**config.mk**
```make
export PLATFORM = sky130hd
export DESIGN_NAME = m_credit_ctr
export DESIGN_NICKNAME = d
export VERILOG_FILES = /design/src/rtl/m_credit_ctr_pkg.sv /design/src/rtl/m_credit_ctr_vc.sv /design/src/rtl/m_credit_ctr.sv
export SDC_FILE = /design/constraint.sdc
export NUM_CORES = 1
export LEC_CHECK = 0
export ABC_AREA = 1
export CAP_MARGIN = 0
export CORE_MARGIN = 2
export CORE_UTILIZATION = 41
export DETAILED_ROUTE_END_ITERATION = 8
export GPL_TIMING_DRIVEN = 0
export PLACE_DENSITY = 0.8
export SETUP_SLACK_MARGIN = 0.5
export SLEW_MARGIN = 20
export SYNTH_ARGS = -nofsm -noshare
export SYNTH_HDL_FRONTEND = slang
export SYNTH_SLANG_ARGS = --single-unit
```
**constraint.sdc**
```tcl
create_clock -name CLK -period 1.4 [get_ports CLK]
set_input_delay 0.21 -clock CLK [delete_from_list [all_inputs] [get_ports CLK]]
set_output_delay 0.21 -clock CLK [all_outputs]
set_load 0.05 [all_outputs]
```
**src/rtl/m_credit_ctr_pkg.sv**
```systemverilog
// Shared defaults and update classification for the per-VC credit tracker.
// Used by m_credit_ctr and m_credit_ctr_vc.
package m_credit_ctr_pkg;

    localparam int VC_NUM_DEF     = 2;
    localparam int CREDIT_MAX_DEF = 4;
    localparam int CREDIT_W_DEF   = 3;

    typedef enum logic [2:0] {
        UPD_HOLD,
        UPD_NET0,
        UPD_INC,
        UPD_DEC,
        UPD_OVF,
        UPD_UDF
    } upd_e;

    // A simultaneous return and departure cancel out and can never raise an error.
    function automatic upd_e classify_update(
        input logic inc,
        input logic dec,
        input logic full,
        input logic empty
    );
        upd_e r;
        r = UPD_HOLD;
        if (inc && dec) begin
            r = UPD_NET0;
        end else if (inc) begin
            r = full ? UPD_OVF : UPD_INC;
        end else if (dec) begin
            r = empty ? UPD_UDF : UPD_DEC;
        end
        return r;
    endfunction

endpackage

```
**src/rtl/m_credit_ctr_vc.sv**
```systemverilog
// Single-VC credit counter with saturation, error strobes and registered edge pulses.
// CREDIT_LOOKAHEAD_EN adds a combinational credit-return bypass to avail.
module m_credit_ctr_vc
    import m_credit_ctr_pkg::*;
#(
    parameter int MAX_CREDIT = CREDIT_MAX_DEF,
    parameter int CREDIT_W   = CREDIT_W_DEF
) (
    input  logic                clk,
    input  logic                rst,
    input  logic                inc,
    input  logic                dec,
    output logic [CREDIT_W-1:0] cnt,
    output logic                avail,
    output logic                set_pulse,
    output logic                clr_pulse,
    output logic                ovf,
    output logic                udf
);

    localparam logic [CREDIT_W-1:0] FULL_CNT = CREDIT_W'(MAX_CREDIT);
    localparam logic [CREDIT_W-1:0] ONE_CNT  = CREDIT_W'(1);

    upd_e                upd;
    logic [CREDIT_W-1:0] cnt_next;
    logic                empty;
    logic                full;

    assign empty = (cnt == '0);
    assign full  = (cnt == FULL_CNT);

    always_comb begin
        upd      = classify_update(inc, dec, full, empty);
        cnt_next = cnt;
        ovf      = 1'b0;
        udf      = 1'b0;
        case (upd)
            UPD_INC: cnt_next = cnt + ONE_CNT;
            UPD_DEC: cnt_next = cnt - ONE_CNT;
            UPD_OVF: ovf      = 1'b1;
            UPD_UDF: udf      = 1'b1;
            default: cnt_next = cnt;
        endcase
    end

    // Pulses are registered alongside the count so they line up with the count transition.
    always_ff @(posedge clk) begin
        if (rst) begin
            cnt       <= FULL_CNT;
            set_pulse <= 1'b0;
            clr_pulse <= 1'b0;
        end else begin
            cnt       <= cnt_next;
            set_pulse <= empty && (cnt_next != '0);
            clr_pulse <= !empty && (cnt_next == '0);
        end
    end

`ifdef CREDIT_LOOKAHEAD_EN
    assign avail = !empty || (inc && !dec);
`else
    assign avail = !empty;
`endif

endmodule

```
**src/rtl/m_credit_ctr.sv**
```systemverilog
// Per-VC credit tracker for a router output port: counters, VC-free flag pulses, sticky errors.
// Optional macro CREDIT_LOOKAHEAD_EN enables the same-cycle credit-return bypass on CREDIT_AVAIL.
module m_credit_ctr
    import m_credit_ctr_pkg::*;
#(
    parameter int VC_NUM     = VC_NUM_DEF,
    parameter int MAX_CREDIT = CREDIT_MAX_DEF,
    parameter int CREDIT_W   = CREDIT_W_DEF
) (
    input  logic                       CLK,
    input  logic                       RST,
    input  logic [VC_NUM-1:0]          CREDIT_IN,
    input  logic [VC_NUM-1:0]          FLIT_SENT,
    output logic [VC_NUM*CREDIT_W-1:0] CREDIT_CNT,
    output logic [VC_NUM-1:0]          CREDIT_AVAIL,
    output logic [VC_NUM-1:0]          FLAG_SET,
    output logic [VC_NUM-1:0]          FLAG_RST,
    output logic                       ERR_OVF,
    output logic                       ERR_UDF
);

    logic [VC_NUM-1:0] ovf_vec;
    logic [VC_NUM-1:0] udf_vec;

    for (genvar i = 0; i < VC_NUM; i++) begin : g_vc
        m_credit_ctr_vc #(
            .MAX_CREDIT(MAX_CREDIT),
            .CREDIT_W  (CREDIT_W)
        ) u_vc (
            .clk      (CLK),
            .rst      (RST),
            .inc      (CREDIT_IN[i]),
            .dec      (FLIT_SENT[i]),
            .cnt      (CREDIT_CNT[i*CREDIT_W +: CREDIT_W]),
            .avail    (CREDIT_AVAIL[i]),
            .set_pulse(FLAG_SET[i]),
            .clr_pulse(FLAG_RST[i]),
            .ovf      (ovf_vec[i]),
            .udf      (udf_vec[i])
        );
    end

    // Error flags accumulate from any VC and clear only on reset.
    always_ff @(posedge CLK) begin
        if (RST) begin
            ERR_OVF <= 1'b0;
            ERR_UDF <= 1'b0;
        end else begin
            ERR_OVF <= ERR_OVF | (|ovf_vec);
            ERR_UDF <= ERR_UDF | (|udf_vec);
        end
    end

endmodule

```
Word-level counts from Yosys, hierarchy flattened
Index checks and enable logic that the tools add are counted.

word-level totals
  register bits = 12
  output and inout bits = 14
  logic and storage cells = 56

cells by class
  add/sub/neg operators = 4
  equal/unequal tests = 10
  muxes and demuxes = 16
  bitwise gates (word level) = 2
  reduce and logical (&&, ||, !) cells = 16

operators by type and width
  cell                                                 number
  two-way mux 3 bit                                    10
  equality test 3 bit, second input constant           6
  equality test 3 x 2 -> 1 bit, second input constant  4
  logical NOT 3 bit                                    4
  case mux 3 bit (2 select lines)                      2
  adder 3 x 1 -> 3 bit, second input constant          2
  logical AND 1 bit                                    6
  nonzero test 3 bit                                   2
  subtractor 3 x 1 -> 3 bit, second input constant     2
  two-way mux 1 bit                                    4
  OR reduction 2 bit                                   2
  logical NOT 1 bit                                    2
  OR 1 bit                                             2

Longest topological paths before layout
  depth after elaboration = 9
  mapped depth = 12
  depth with buffers taken out = 12

Modules after synthesis
From an unflattened synthesis, not the netlist that was laid out.

unflattened totals
  cells, all modules = 96
  area, all modules = 738.2 µm²

by module, submodules not included
  module           times used  cells an instance  area each (µm²)  sequential area each (µm²)
  m_credit_ctr_vc  2           44                 336.6            100.1
  m_credit_ctr     1           8                  65.1             40.0

Least setup slack after synthesis
OpenSTA, ideal clock, no wires.

  path kind = register to register
  from = register g_vc[0].u_vc.cnt[2]
  to = register g_vc[0].u_vc.set_pulse
  library setup time = 113 ps
  data arrival time = 1932 ps
  data required time = 1287 ps
  path slack = -644 ps
  stages on the path, launching flop included = 13
  path buffers = 0
  period minus slack after synthesis = 2044 ps
  cells stage by stage = dfxtp_1 > inv_1 > nand2_4 > nand2_4 > fa_1 > inv_1 > nand3_1 > nand2_1 > nand2_1 > nand2_2 > inv_1 > nor2_1 > nor2_1

between the ends
  longest elaborated chain between the ends = 9
  elaborated cells on any way between the ends = 14

RTL lines
  item                             RTL line                RTL
  start: declaration               m_credit_ctr_vc.sv:13   output logic [CREDIT_W-1:0] cnt,
  start signal: assignment         m_credit_ctr_vc.sv:53   cnt <= cnt_next;
  logical NOT 3 bit                m_credit_ctr_vc.sv:29   assign empty = (cnt == '0);
  two-way mux 3 bit                m_credit_ctr_pkg.sv:32  r = empty ? UPD_UDF : UPD_DEC;
  two-way mux 3 bit                m_credit_ctr_pkg.sv:31  end else if (dec) begin
  two-way mux 3 bit                m_credit_ctr_pkg.sv:29  end else if (inc) begin
  two-way mux 3 bit                m_credit_ctr_pkg.sv:27  if (inc && dec) begin
  equality test 3 x 2 -> 1 bit     m_credit_ctr_vc.sv:37   case (upd)
  case mux 3 bit (2 select lines)  m_credit_ctr_vc.sv:37
  nonzero test 3 bit               m_credit_ctr_vc.sv:54   set_pulse <= empty && (cnt_next != '0);
  logical AND 1 bit *              m_credit_ctr_vc.sv:54
  end signal: assignment           m_credit_ctr_vc.sv:54
  end: declaration                 m_credit_ctr_vc.sv:15   output logic set_pulse,

Every way passes the cells marked *; elsewhere a longest branch is shown, timed or not.
A chain may end at the register's enable or synchronous reset.

Worst setup path in the final report
  from = register g_vc[0].u_vc.cnt[1]
  to = register g_vc[0].u_vc.set_pulse

Same word-level chain as after synthesis.

==> impl_metrics.py <==
metrics = {
    "logic_synthesis": {
        "synthArstFlopShare_pct": 0,
        "syn_avg_cell_area_sq_um": 7.20,
        "postSynthCellCount": 97,
        "synth_edf_count": 0,
        "synth.cell_area_sq_um": 698,
        "synth_seq_cells": 12,
        "synthDistinctLibCells": 19,
        "synth_nets": 105,
        "ys_seq_area_share_pct": 34.4,
        "yosysTopAreaCell": "dfxtp_1",
        "synth_top_area_share_pct": 34.4,
        "ys_warn_count": 0,
        "ys_top_cells_by_area": "dfxtp_1 (34%), nand3_1 (11%), nand2_1 (9.7%)",
        "synth_flop_cell": "dfxtp_1",
    },
    "final_layout": {
        "finish.instance_area_sq_um": 1340,
        "areaGrowthSynthToFinish_pct": 91.8,
        "fin_cells": 159,
        "drive_gt1_share_pct": 62.9,
        "antenna_cells": 0,
        "fin_nets": 152,
        "nFillCells": 82,
    },
    "sta": {
        "worst_slew_pin_slew_ns": 0.341,
        "fin_ws_ns": -0.181,
        "fin_crit_sh_pct": 113,
        "relSlewSlack_pct": 77.1,
        "finalHoldViolations": 0,
        "max_clock_freq_mhz": 633,
        "finalCriticalPeriod_ns": 1.58,
        "setup_viol": 10,
        "slew_viol_final": 0,
        "clock_skew_ns": 0.00524,
        "rsz0062_at_grt": "true",
    },
    "power": {
        "leakagePower_nw": 0.650,
        "power_density_nw_per_um2": 1090,
        "peakVddDrop_uv": 652,
    },
    "cts": {
        "clk_latency_ns": 0.28,
        "cts.htree.levels": 1,
        "cts_buffer_depth": 2,
        "cts_root_buffer": "clkbuf_4",
        "cts_tree": "built",
        "path_clk_slew_ns": 0.07,
        "hold_buffers": 0,
        "clock_sink_count": 12,
        "cts_buffers": 3,
    },
    "placement": {
        "place_congestion": 0.784,
        "dpl.hpwl_microns": 1220,
        "place_area_sq_um": 962,
        "placed_cells": 132,
        "pre_cts_ws_ns": -0.637,
        "port_buffers": 19,
    },
    "detailed_routing": {
        "drtAntennaViolNets": 0,
        "dr.pass1.iters": 4,
        "drc_errors": 0,
        "drt_iter0_drc": 29,
        "vias": 854,
        "wl_per_cell_microns": 15.1,
        "wirelength_microns": 2400,
        "via_per_inst": 5.37,
    },
    "setup_path": {
        "crit_family": "simple AND/OR/NAND/NOR gates",
        "critical_path_buf_inv_count": 2,
        "critPathKind": "flop to flop",
        "worstPathCellList": "nor2_4, nand2_4, nand2_4, fa_2, inv_2, nand3_2, nand2_1, nand2_1, nand2_2, inv_2, nor2_1, nor2_1",
        "max_stage_delay_ns": 0.38,
        "start_kind": "flop",
        "cp.required_ns": 1.58,
        "cp.arrival_ns": 1.76,
        "cp_max_fo": 3,
        "end_kind": "flop",
        "crit_slowest_cell": "dfxtp_4",
    },
    "floorplanning": {
        "core_area_sq_um": 1560,
        "dieHeight_microns": 45.3,
        "initial_core_util_pct": 44.8,
        "die_area_sq_um": 2050,
        "die_w_microns": 45.3,
        "design.portCount": 20,
        "rows": 14,
    },
    "min_path": {
        "hold_class": "input pin to flop",
    },
    "outcome": {
        "status": "complete, but fails checks",
        "violations": "negative setup slack",
    },
    "global_routing": {
        "grt_max_degree": 8,
        "grt_pass1_wl_microns": 3660,
        "grt_use_total_pct": 25.5,
        "grt_pass1_vias": 826,
        "antenna_found_initial": 0,
        "grt_overflow": 0,
    },
    "job": {
        "drv_cap": 0,
    },
}
-- final cells by class --
type | instances | area, sq um | area share, %
clock inverters | 1 | 3.75 | 0.280
multi-input cells | 65 | 457 | 34.1
flip-flops and latches | 12 | 267 | 19.9
plain buffers | 6 | 60.1 | 4.49
clock buffers | 3 | 22.5 | 1.68
inverters | 14 | 67.6 | 5.05
well taps | 16 | 20.0 | 1.50
repair buffers | 42 | 442 | 33.0
-- flip-flops by register name, indices dropped and copies added, names as in the netlist --
name	cells
ERR_OVF	1
ERR_UDF	1
g_vc.u_vc.clr_pulse	2
g_vc.u_vc.cnt	6
g_vc.u_vc.set_pulse	2
-- worst paths after layout --
path	from	end	slack (ns)	cells after the start
worst max-delay path	g_vc[0].u_vc.cnt[1]	g_vc[0].u_vc.set_pulse	-0.18	12
worst min-delay path	CREDIT_IN[1]	ERR_UDF	0.38	2
worst max register to register	g_vc[0].u_vc.cnt[1]	g_vc[0].u_vc.set_pulse	-0.18	12
worst min register to register	ERR_OVF	ERR_OVF	0.49	2
-- metal layers --
| layer | track usage [%] | up-vias | share of wire, % |
|---|---|---|---|
| li1 | - | 393 | - |
| met1 | 31.2 | 388 | 38 |
| met2 | 41.7 | 61 | 49 |
| met3 | 8.00 | 12 | 9.5 |
| met4 | 9.41 | 0 | 4.0 |
| met5 | 0 | - | 0 |
-- Yosys cell counts, types with 2 or more instances --
cell	number
nor2_1	13
dfxtp_1	12
inv_1	12
nand2_1	18
fa_1	2
nand2_4	2
nand2_2	6
inv_2	2
nand3_1	15
buf_4	6
-- where the power goes --
group | switching (mW) | internal, mW
Clock | 0.114 | 0.103
Sequential | 0.0397 | 0.383
Combinational | 0.452 | 0.367
Total | 0.606 | 0.854
-- per-stage QoR --
| stage | setup TNS [ns] | utilization (%) | power [mW] | hold slack [ns] |
|---|---|---|---|---|
| 2_1_floorplan | -0.810 | - | 0.801 | 0.267 |
| 3_3_place_gp | -4.55 | 61.7 | 0.925 | 0.459 |
| 3_5_place_dp | -4.88 | 61.7 | 0.941 | 0.479 |
| 4_1_cts | -0.333 | 82.7 | 1.37 | 0.343 |
| 5_1_grt | -1.48 | 85.9 | 1.53 | 0.364 |
| 6_report | -0.872 | 85.9 | 1.46 | 0.382 |
-- cells in the final DEF, fill, tap and decap left out --
master,netlist,layout
a31oi_1,1,1
buf_4,6,19
buf_6,0,12
buf_8,0,12
clkbuf_4,0,3
clkinv_1,0,1
dfxtp_1,12,3
dfxtp_2,0,3
dfxtp_4,0,6
dlygate4sd2_1,0,5
fa_2,0,2
inv_1,12,5
inv_2,2,5
inv_4,0,2
inv_6,0,2
nand2_1,18,10
nand2_2,6,11
nand2_4,2,5
nand3_1,15,12
nand3_2,1,2
nand3_4,0,2
nand3b_1,1,1
nand4_1,1,1
nor2_1,13,12
nor2_4,1,3
o21ai_1,0,1
o31ai_4,0,1
o32ai_1,1,1
-- timing repair --
item	4_1_cts	5_1_grt
gates resized for setup	135	18
pin swaps	18	12
setup endpoints to repair	26	26
buffers inserted	22	1
-- cell families after synthesis --
group | Yosys count | synth area share (%)
fa+ha+maj | 2 | 5.73
buf+inv | 20 | 14.0
simple gates | 59 | 41.9
flops | 12 | 34.4
compound gates | 4 | 3.94
(Power assumes the default switching activity.)
